`src/rtl/alu_pkg.sv`:
```
// rtl/alu_pkg.sv - shared opcode and sequencer state types for the ALU execution path
package alu_pkg;

    typedef enum logic [2:0] {
        OP_ADD    = 3'd0,
        OP_SUB    = 3'd1,
        OP_AND    = 3'd2,
        OP_OR     = 3'd3,
        OP_XOR    = 3'd4,
        OP_SHL    = 3'd5,
        OP_SHR    = 3'd6,
        OP_PASS_A = 3'd7
    } alu_op_t;

    typedef enum logic [2:0] {
        S_FETCH_OP = 3'd0,
        S_FETCH_A  = 3'd1,
        S_FETCH_B  = 3'd2,
        S_EXEC     = 3'd3,
        S_HOLD     = 3'd4
    } seq_state_t;

    // States in which the sequencer is allowed to consume FIFO words.
    function automatic logic is_fetch_state(input seq_state_t s);
        return (s == S_FETCH_OP) || (s == S_FETCH_A) || (s == S_FETCH_B);
    endfunction

endpackage

```
`src/rtl/alu_core.sv`:
```
// rtl/alu_core.sv - combinational ALU: (op, a, b) -> (y, carry, zero, overflow)
module alu_core
    import alu_pkg::*;
#(
    parameter int DATA_W = 8
) (
    input  alu_op_t           i_op,
    input  logic [DATA_W-1:0] i_a,
    input  logic [DATA_W-1:0] i_b,
    output logic [DATA_W-1:0] o_y,
    output logic              o_c,
    output logic              o_z,
    output logic              o_v
);

    localparam int SH_W = $clog2(DATA_W);

    // Extra top bit captures carry-out on add and borrow (A < B) on subtract.
    logic [DATA_W:0] w_sum;
    logic [DATA_W:0] w_diff;

    assign w_sum  = {1'b0, i_a} + {1'b0, i_b};
    assign w_diff = {1'b0, i_a} - {1'b0, i_b};

    // Opcode decode; carry and overflow are only meaningful for ADD/SUB.
    always_comb begin
        o_y = '0;
        o_c = 1'b0;
        o_v = 1'b0;
        case (i_op)
            OP_ADD: begin
                o_y = w_sum[DATA_W-1:0];
                o_c = w_sum[DATA_W];
                o_v = (i_a[DATA_W-1] == i_b[DATA_W-1]) && (o_y[DATA_W-1] != i_a[DATA_W-1]);
            end
            OP_SUB: begin
                o_y = w_diff[DATA_W-1:0];
                o_c = w_diff[DATA_W];
                o_v = (i_a[DATA_W-1] != i_b[DATA_W-1]) && (o_y[DATA_W-1] != i_a[DATA_W-1]);
            end
            OP_AND:    o_y = i_a & i_b;
            OP_OR:     o_y = i_a | i_b;
            OP_XOR:    o_y = i_a ^ i_b;
            OP_SHL:    o_y = i_a << i_b[SH_W-1:0];
            OP_SHR:    o_y = i_a >> i_b[SH_W-1:0];
            OP_PASS_A: o_y = i_a;
            default:   o_y = i_a;
        endcase
    end

    assign o_z = (o_y == '0);

endmodule

```
`src/rtl/alu_exec_sequencer.sv`:
```
// rtl/alu_exec_sequencer.sv - pops opcode/A/B records from the FIFO, executes them, holds result
module alu_exec_sequencer
    import alu_pkg::*;
#(
    parameter int DATA_W  = 8,
    parameter int TIMEOUT = 16,
    parameter int CNT_W   = 8
) (
    input  logic              clk,
    input  logic              reset,
    input  logic              fifo_empty,
    input  logic [DATA_W-1:0] fifo_rd_data,
    output logic              pop,
    output logic [DATA_W-1:0] result,
    output logic              result_carry,
    output logic              result_zero,
    output logic              result_ovf,
    output logic              result_valid,
    input  logic              result_ready,
    output logic              busy,
    output logic              rec_error,
    output logic [CNT_W-1:0]  op_count
);

    localparam int ST_W = $clog2(TIMEOUT);

    seq_state_t        r_state;
    seq_state_t        w_next;
    alu_op_t           r_op;
    logic [DATA_W-1:0] r_a;
    logic [DATA_W-1:0] r_b;
    logic [ST_W-1:0]   r_stall;
    logic [DATA_W-1:0] r_result;
    logic              r_carry;
    logic              r_zero;
    logic              r_ovf;
    logic              r_valid;
    logic              r_rec_error;
    logic [CNT_W-1:0]  r_op_count;

    logic              w_pop;
    logic              w_stalled;
    logic              w_timeout;
    logic              w_accept;
    logic [DATA_W-1:0] w_y;
    logic              w_c;
    logic              w_z;
    logic              w_v;

    alu_core #(.DATA_W(DATA_W)) u_alu_core (
        .i_op (r_op),
        .i_a  (r_a),
        .i_b  (r_b),
        .o_y  (w_y),
        .o_c  (w_c),
        .o_z  (w_z),
        .o_v  (w_v)
    );

    // Only mid-record waits are bounded; an idle FETCH_OP may wait forever.
    assign w_stalled = fifo_empty && ((r_state == S_FETCH_A) || (r_state == S_FETCH_B));
    assign w_timeout = w_stalled && (r_stall == ST_W'(TIMEOUT - 1));
    assign w_accept  = r_valid && result_ready && (r_state == S_HOLD);

    // State register.
    always_ff @(posedge clk) begin
        if (reset) r_state <= S_FETCH_OP;
        else       r_state <= w_next;
    end

    // Next-state: linear fetch/exec/hold walk, with timeout abort from the operand fetches.
    always_comb begin
        w_next = r_state;
        case (r_state)
            S_FETCH_OP: if (w_pop) w_next = S_FETCH_A;
            S_FETCH_A: begin
                if (w_pop)          w_next = S_FETCH_B;
                else if (w_timeout) w_next = S_FETCH_OP;
            end
            S_FETCH_B: begin
                if (w_pop)          w_next = S_EXEC;
                else if (w_timeout) w_next = S_FETCH_OP;
            end
            S_EXEC:     w_next = S_HOLD;
            S_HOLD:     if (w_accept) w_next = S_FETCH_OP;
            default:    w_next = S_FETCH_OP;
        endcase
    end

    // Outputs decoded from state; pop is suppressed during reset so no word is lost to it.
    always_comb begin
        w_pop = !reset && !fifo_empty && is_fetch_state(r_state);
        pop   = w_pop;
        busy  = (r_state != S_FETCH_OP);
    end

    // Latch the record fields as each word is consumed.
    always_ff @(posedge clk) begin
        if (reset) begin
            r_op <= OP_ADD;
            r_a  <= '0;
            r_b  <= '0;
        end else if (w_pop) begin
            case (r_state)
                S_FETCH_OP: r_op <= alu_op_t'(fifo_rd_data[2:0]);
                S_FETCH_A:  r_a  <= fifo_rd_data;
                S_FETCH_B:  r_b  <= fifo_rd_data;
                default:    r_op <= r_op;
            endcase
        end
    end

    // Consecutive-empty counter; any pop, non-stall cycle or abort restarts it.
    always_ff @(posedge clk) begin
        if (reset || !w_stalled || w_timeout) r_stall <= '0;
        else                                  r_stall <= r_stall + 1'b1;
    end

    // One-cycle abort pulse following the timeout cycle.
    always_ff @(posedge clk) begin
        if (reset) r_rec_error <= 1'b0;
        else       r_rec_error <= w_timeout;
    end

    // Result and flags captured in EXEC and retained until the next EXEC.
    always_ff @(posedge clk) begin
        if (reset) begin
            r_result <= '0;
            r_carry  <= 1'b0;
            r_zero   <= 1'b0;
            r_ovf    <= 1'b0;
        end else if (r_state == S_EXEC) begin
            r_result <= w_y;
            r_carry  <= w_c;
            r_zero   <= w_z;
            r_ovf    <= w_v;
        end
    end

    // Valid handshake and accepted-result counter.
    always_ff @(posedge clk) begin
        if (reset) begin
            r_valid    <= 1'b0;
            r_op_count <= '0;
        end else begin
            if (r_state == S_EXEC) r_valid <= 1'b1;
            else if (w_accept)     r_valid <= 1'b0;
            if (w_accept)          r_op_count <= r_op_count + 1'b1;
        end
    end

    assign result       = r_result;
    assign result_carry = r_carry;
    assign result_zero  = r_zero;
    assign result_ovf   = r_ovf;
    assign result_valid = r_valid;
    assign rec_error    = r_rec_error;
    assign op_count     = r_op_count;

endmodule
```
`config.mk`:
```
export PLATFORM = sky130hd
export DESIGN_NAME = alu_exec_sequencer
export DESIGN_NICKNAME = d
export VERILOG_FILES = /design/src/rtl/alu_pkg.sv /design/src/rtl/alu_core.sv /design/src/rtl/alu_exec_sequencer.sv
export SDC_FILE = /design/constraint.sdc
export NUM_CORES = 1
export LEC_CHECK = 0
export BUFFER_PORTS_ARGS = -buffer_cell sky130_fd_sc_hd__buf_2
export CORE_AREA = 3 3 86 88
export DETAILED_ROUTE_END_ITERATION = 8
export DIE_AREA = 0 0 89 91
export GPL_ROUTABILITY_DRIVEN = 0
export GPL_TIMING_DRIVEN = 0
export PLACE_DENSITY_LB_ADDON = 0.3
export SYNTH_ARGS = -nofsm -noshare
export SYNTH_HDL_FRONTEND = slang
export SYNTH_SLANG_ARGS = --single-unit
```
`constraint.sdc`:
```
create_clock -name clk -period 2.9 [get_ports clk]
set_input_delay 0.435 -clock clk [delete_from_list [all_inputs] [get_ports clk]]
set_output_delay 0.435 -clock clk [all_outputs]
set_load 0.05 [all_outputs]
```
* Word level (Yosys, flattened, before mapping)
Index checks and enable logic that the tools add are counted.
** Word-level totals
- Bits in registers :: 47
- Input port bits :: 12
- Output and inout bits :: 23
- Word-level logic and storage cells :: 75
** Cells by class
- Add/subtract/negate cells :: 4
- Equal/unequal tests :: 18
- Shift operators :: 2
- Multiplexer cells :: 11
- Bitwise gates (word level) :: 3
- Reduce and logical (&&, ||, !) cells :: 25
** Operators with widths (number)
- one-hot mux 8 bit (8 select lines) :: 1
- equality test 3 bit (second input constant) :: 5
- two-way mux 3 bit :: 5
- one-hot mux 3 bit (5 select lines) :: 1
- equality test 3 x 2 -> 1 bit (second input constant) :: 4
- adder 8 x 8 -> 9 bit :: 1
- subtractor 8 x 8 -> 9 bit :: 1
- adder 8 x 1 -> 8 bit (second input constant) :: 1
- AND 8 bit :: 1
- logical AND 1 bit :: 8
- logical NOT 8 bit :: 1
- bitwise OR 8 bit :: 1
- AND reduction 2 bit :: 4
- left shift 8 x 3 -> 8 bit :: 1
- >> shifter 8 x 3 -> 8 bit :: 1
- XOR 8 bit :: 1
- equality test 3 x 1 -> 1 bit (second input constant) :: 2
- logical NOT 3 bit :: 2
- logical OR 1 bit :: 5
- adder 4 x 1 -> 4 bit (second input constant) :: 1
- equality test 4 bit (second input constant) :: 1
- != test 2 bit (second input constant) :: 2
- one-hot mux 1 bit (2 select lines) :: 2
- logical NOT 1 bit :: 3
- 5 further kinds :: 8

* Longest topological paths before layout
- Depth after elaboration :: 7
- Mapped depth :: 12
- Mapped depth without buffers :: 11

* By module
From an unflattened synthesis, not the netlist that was laid out.
** Second synthesis, totals
- Cell total of the unflattened synthesis :: 448
- Area, all modules :: 3689.8 sq um
** Modules (own cells, without submodules)
- alu_exec_sequencer :: times used 1, cells each 200, area an instance 1890.6 sq um, sequential area each 940.9 sq um
- alu_core :: times used 1, cells each 248, area an instance 1799.2 sq um, sequential area each 0.0 sq um

* Worst setup path after synthesis
OpenSTA, ideal clock, no wires.
- Path type :: register to register
- Start point :: register r_b[1]
- End point :: register r_zero (netlist: result_zero)
- Library setup time :: 0.084 ns
- Data arrival time :: 2.838 ns
- Data required time :: 2.816 ns
- Path slack :: -0.022 ns
- Cell stages (with the launch flop) :: 13
- Buffers on the path :: 2
- Period minus slack after synthesis :: 2.922 ns
- Cells stage by stage :: dfxtp_1 > buf_4 > buf_4 > inv_1 > fa_1 > nand2b_1 > a21oi_1 > nor2_1 > o31ai_1 > mux2i_1 > nor3_1 > or4_1 > o31ai_2
** On the way
- Word-level cells in the longest chain between the ends :: 3
- Elaborated cells between the ends (all ways) :: 9
- Classes of those cells :: 2 x add/sub; 2 x shift; 1 x mux; 3 x bitwise; 1 x reduce/logical
** RTL lines
- start: declaration :: RTL line alu_exec_sequencer.sv:31 : logic [DATA_W-1:0] r_b;
- start signal: assignment :: RTL line alu_exec_sequencer.sv:107 : S_FETCH_B: r_b <= fifo_rd_data;
- subtractor 8 x 8 -> 9 bit, or another cell as far along :: RTL line alu_core.sv:23 : assign w_diff = {1'b0, i_a} - {1'b0, i_b};
- one-hot mux 8 bit (8 select lines) (*) :: RTL line alu_core.sv:30 : case (i_op)
- logical NOT 8 bit (*) :: RTL line alu_core.sv:51 : assign o_z = (o_y == '0);
- end signal: assignment :: RTL line alu_exec_sequencer.sv:135 : r_zero <= w_z;
- end: declaration :: RTL line alu_exec_sequencer.sv:35 : logic r_zero;
Every way passes the cells marked *; elsewhere a longest branch is shown, timed or not.
A chain may end at the register's enable or synchronous reset.

* Final worst setup path
- Start point :: register r_a[0]
- End point :: register r_zero (netlist: result_zero)
** On the way
- Word-level cells in the longest chain between the ends :: 3
- Elaborated cells between the ends (all ways) :: 9
- Classes of those cells :: 2 x add/sub; 2 x shift; 1 x mux; 3 x bitwise; 1 x reduce/logical
** RTL lines
- start: declaration :: RTL line alu_exec_sequencer.sv:30 : logic [DATA_W-1:0] r_a;
- start signal: assignment :: RTL line alu_exec_sequencer.sv:106 : S_FETCH_A: r_a <= fifo_rd_data;
- subtractor 8 x 8 -> 9 bit, or another cell as far along :: RTL line alu_core.sv:23
- one-hot mux 8 bit (8 select lines) (*) :: RTL line alu_core.sv:30
- logical NOT 8 bit (*) :: RTL line alu_core.sv:51
Marks and branches as above.

==> run_results.csv <==
group,metric,value,unit
status,outcome,"finished clean",
clock_network,clk_pin_slew_worst_paths,0.10,ns
routing,drtIter0Drc,376,
power_and_ir_drop,p_per_area,369,nW/um^2
timing,slew_violations,0,
clock_network,numCtsBuffers,5,
finish,fillers,627,
finish,drive_gt1_frac,0.222,
min_path,hold_path_class,"in -> reg",
worst_setup_path,r2r_end,"result_zero$_SDFFE_PP0P_",
die,rows,30,
yosys,synth_ff_type,"dfxtp_1",
routing,via_per_inst,6.08,
worst_setup_path,path_depth,11,
worst_setup_path,ff2ff_setup_slack,0.05,ns
worst_setup_path,critical_path.slowest_cell,"or4_1",
worst_setup_path,end_kind,"flip-flop",
yosys,synth_edf_count,0,
worst_setup_path,regToRegStartpoint,"r_a[0]$_SDFFE_PP0P_",
timing,fin_setup_tns,0,ns
finish,syn_to_final_growth,15.5,%
yosys,synth.avg_cell_area,7.82,um^2
timing,post-route-min-period,2.85,ns
yosys,ys_ff_latch,47,
worst_setup_path,crit_start,"r_a[0]$_SDFFE_PP0P_",
power_and_ir_drop,power,1.52,mW
routing,ant_nets,0,
global_routing,grt_overflow,0,
clock_network,cts_tree,"built",
timing,holdWs,0.333,ns
clock_network,hold_buffers,0,
worst_setup_path,endpoint,"result_zero$_SDFFE_PP0P_",
clock_network,cts.sink_count,47,
yosys,ys_seq_area_frac,0.264,
finish,multi_input_area,2400,um^2
finish,final_cells,589,
timing,finalClockSkew,0.00345,ns
routing,detail_route.wl_per_cell,17.5,um
die,die_x,89,um
timing,hold_violations,0,
job,cap_violations,0,
power_and_ir_drop,ir_drop,295,uV
worst_setup_path,critPathMaxFanout,6,
placed_design,hpwl,7.66,mm
die,die_area,8100,um^2
worst_setup_path,crit_top_cell,"a21oi_1",
global_routing,grt_max_degree,20,
worst_setup_path,slowest_delay,0.55,ns
die,die_h,91,um
global_routing,grt_pass1_vias,3222,
die,io_pins,35,
finish,n_antenna_cell,0,
timing,setup_violations,0,
yosys,yosysWarnings,0,
yosys,netlist_area,3570,um^2
worst_setup_path,critPathLaunchType,"flip-flop",
timing,min_period_over_period,0.984,
global_routing,grt_pass1_wl,16.3,mm
worst_setup_path,worstSetupPathType,"reg -> reg",
placed_design,io_buffers,33,
yosys,synthCells,456,
clock_network,clk_latency,0.31,ns
min_path,worstHoldStart,"fifo_rd_data[3]",
worst_setup_path,crit_required,3.14,ns
worst_setup_path,crit_buf_inv,1,
power_and_ir_drop,p_leak,1.59,nW
clock_network,htreeDepth,2,
yosys,async_flop_share,0,
yosys,ys_types,58,
die,core-area,6720,um^2
routing,dr.pass1.iters,5,
yosys,synth_nets,497,
timing,worstMarginPinSlew,0.779,ns
finish,ff_latch_area,966,um^2
global_routing,grt_use_total,0.256,
routing,wl,10.3,mm
routing,drc,0,
worst_setup_path,r2r_cells,11,
worst_setup_path,crit_arrival,3.09,ns
timing,maxSlewHeadroom,0.477,
worst_setup_path,crit_chain,"inv_2 -> ha_1 -> fa_2 -> a21oi_1 -> a21oi_1 -> a2bb2oi_1 -> a22oi_1 -> a21oi_2 -> nand3b_1 -> or4_1 -> o31ai_2",
finish,fin_util,0.613,
min_path,whs_path_depth,3,
finish,layout.nets,549,
placed_design,dp_cells,569,
routing,vias,3583,
worst_setup_path,cp_top_family,"compound AO/OA/AOI/OAI gates",
global_routing,antenna_found_initial,0,
die,initial_core_util,0.531,
timing,timing.fmax,351,MHz
clock_network,clock_path_buffers,2,
clock_network,cts-root-buf,"clkbuf_8",
[worst min-delay path by stage]
stage	to	slack (ns)
after floorplan	r_stall[0]$_SDFF_PP0_	0.42
after global placement	r_stall[0]$_SDFF_PP0_	0.43
after detailed placement	r_stall[0]$_SDFF_PP0_	0.44
after CTS	r_a[4]$_SDFFE_PP0P_	0.32
after global routing	r_a[6]$_SDFFE_PP0P_	0.34
final	r_a[3]$_SDFFE_PP0P_	0.33
[area by class of cell]
class	count	area share
tap	80	0.0243
clock buffer	5	0.0167
inverter	30	0.0292
sequential	47	0.235
buffer	30	0.0398
multi-input combinational	347	0.583
timing repair buffer	47	0.0656
clock inverter	3	0.00668
[sequential cells by signal, summed over array words and instances (netlist names)]
name and cells:
op_count 8, r_a 8, r_b 8, result 8, r_stall 4, r_op 3, r_state 3, rec_error 1
result_carry 1, result_ovf 1, result_valid 1, result_zero 1
[cells in the final DEF (no fill, tap or decap), types with 3 or more instances in the layout]
cell / n
clkbuf_8: 5
buf_4: 14
clkbuf_1: 15
mux4_2: 8
inv_1: 26
and2_1: 3
a21oi_1: 30
mux2i_1: 9
o21ai_0: 13
or2_2: 5
nand3b_1: 5
o31ai_1: 18
dfxtp_4: 5
nor3_1: 12
a21oi_2: 3
nor2_1: 49
ha_1: 26
nand2b_1: 6
o22ai_1: 5
and3_1: 3
xnor2_1: 5
nor2b_1: 5
dfxtp_2: 5
o31ai_2: 3
nand4_1: 4
nand2_1: 61
xor2_1: 8
buf_2: 43
mux2_2: 3
clkinvlp_4: 3
dfxtp_1: 37
a22oi_1: 3
o211ai_1: 5
nand3_1: 14
a211oi_1: 3
[power breakdown]
part / switching [mW] / total [mW] / internal [mW]
logic: 0.253 / 0.409 / 0.156
registers: 0.0173 / 0.675 / 0.658
clock network: 0.255 / 0.434 / 0.179
total: 0.526 / 1.52 / 0.993
[synthesized netlist by cell type (3+ instances only)]
| cell | instances | share of area |
|---|---|---|
| nand2_1 | 61 | 0.064 |
| mux2_2 | 3 | 0.0095 |
| nand4_1 | 4 | 0.0070 |
| nand3b_1 | 5 | 0.011 |
| nor2b_1 | 5 | 0.0088 |
| buf_2 | 12 | 0.017 |
| xnor2_1 | 5 | 0.012 |
| nand3_1 | 14 | 0.020 |
| o211ai_1 | 5 | 0.011 |
| mux2i_1 | 9 | 0.025 |
| inv_1 | 29 | 0.031 |
| nor3_1 | 12 | 0.017 |
| nand2b_1 | 6 | 0.011 |
| xor2_1 | 8 | 0.020 |
| a22oi_1 | 3 | 0.0063 |
| o22ai_1 | 5 | 0.0088 |
| or2_2 | 6 | 0.011 |
| a211oi_1 | 3 | 0.0063 |
| and2_1 | 3 | 0.0053 |
| clkbuf_1 | 16 | 0.017 |
| nor2_1 | 49 | 0.052 |
| a21oi_1 | 32 | 0.045 |
| and3_1 | 3 | 0.0053 |
| o21ai_0 | 14 | 0.020 |
| ha_1 | 27 | 0.095 |
| mux4_2 | 8 | 0.051 |
| o31ai_1 | 20 | 0.042 |
| dfxtp_1 | 47 | 0.26 |
[timing repair]
item                                    4_1_cts  5_1_grt
gates resized for setup                      13       24
pin swaps                                     1        5
setup buffers                                 3       11
endpoints found under the setup margin        4        3
[metal layers]
layer	global-route usage	routed length, um	share of wire	vias to the layer above
met3	0.0662	896	0.087	35
met1	0.357	4480	0.44	1684
met2	0.380	4600	0.45	163
li1	-	-	-	1701
met4	0.0881	321	0.031	0
met5	0	0	0	-
[kinds of logic after synthesis]
kind of cell / share of synthesized area
AO/OA/AOI/OAI: 0.210
XOR/XNOR: 0.0319
AND/OR/NAND/NOR: 0.229
multiplexers: 0.0853
buffers and inverters: 0.0740
flip-flops: 0.264
adder cells (fa/ha/maj): 0.106
[metrics by stage]
step	instance area, um^2	setup slack (ns)
2_1_floorplan	3570	0.0411
3_3_place_gp	3840	-0.276
3_5_place_dp	3840	-0.337
4_1_cts	3990	0.000844
5_1_grt	4120	-0.0292
6_report	4120	0.0473
[tightest hold or removal path: stages]
cell and delay (ns):
buf_2 0.09, nand2_1 0.04, o31ai_1 0.05
Power figures use the tool's default switching activity.
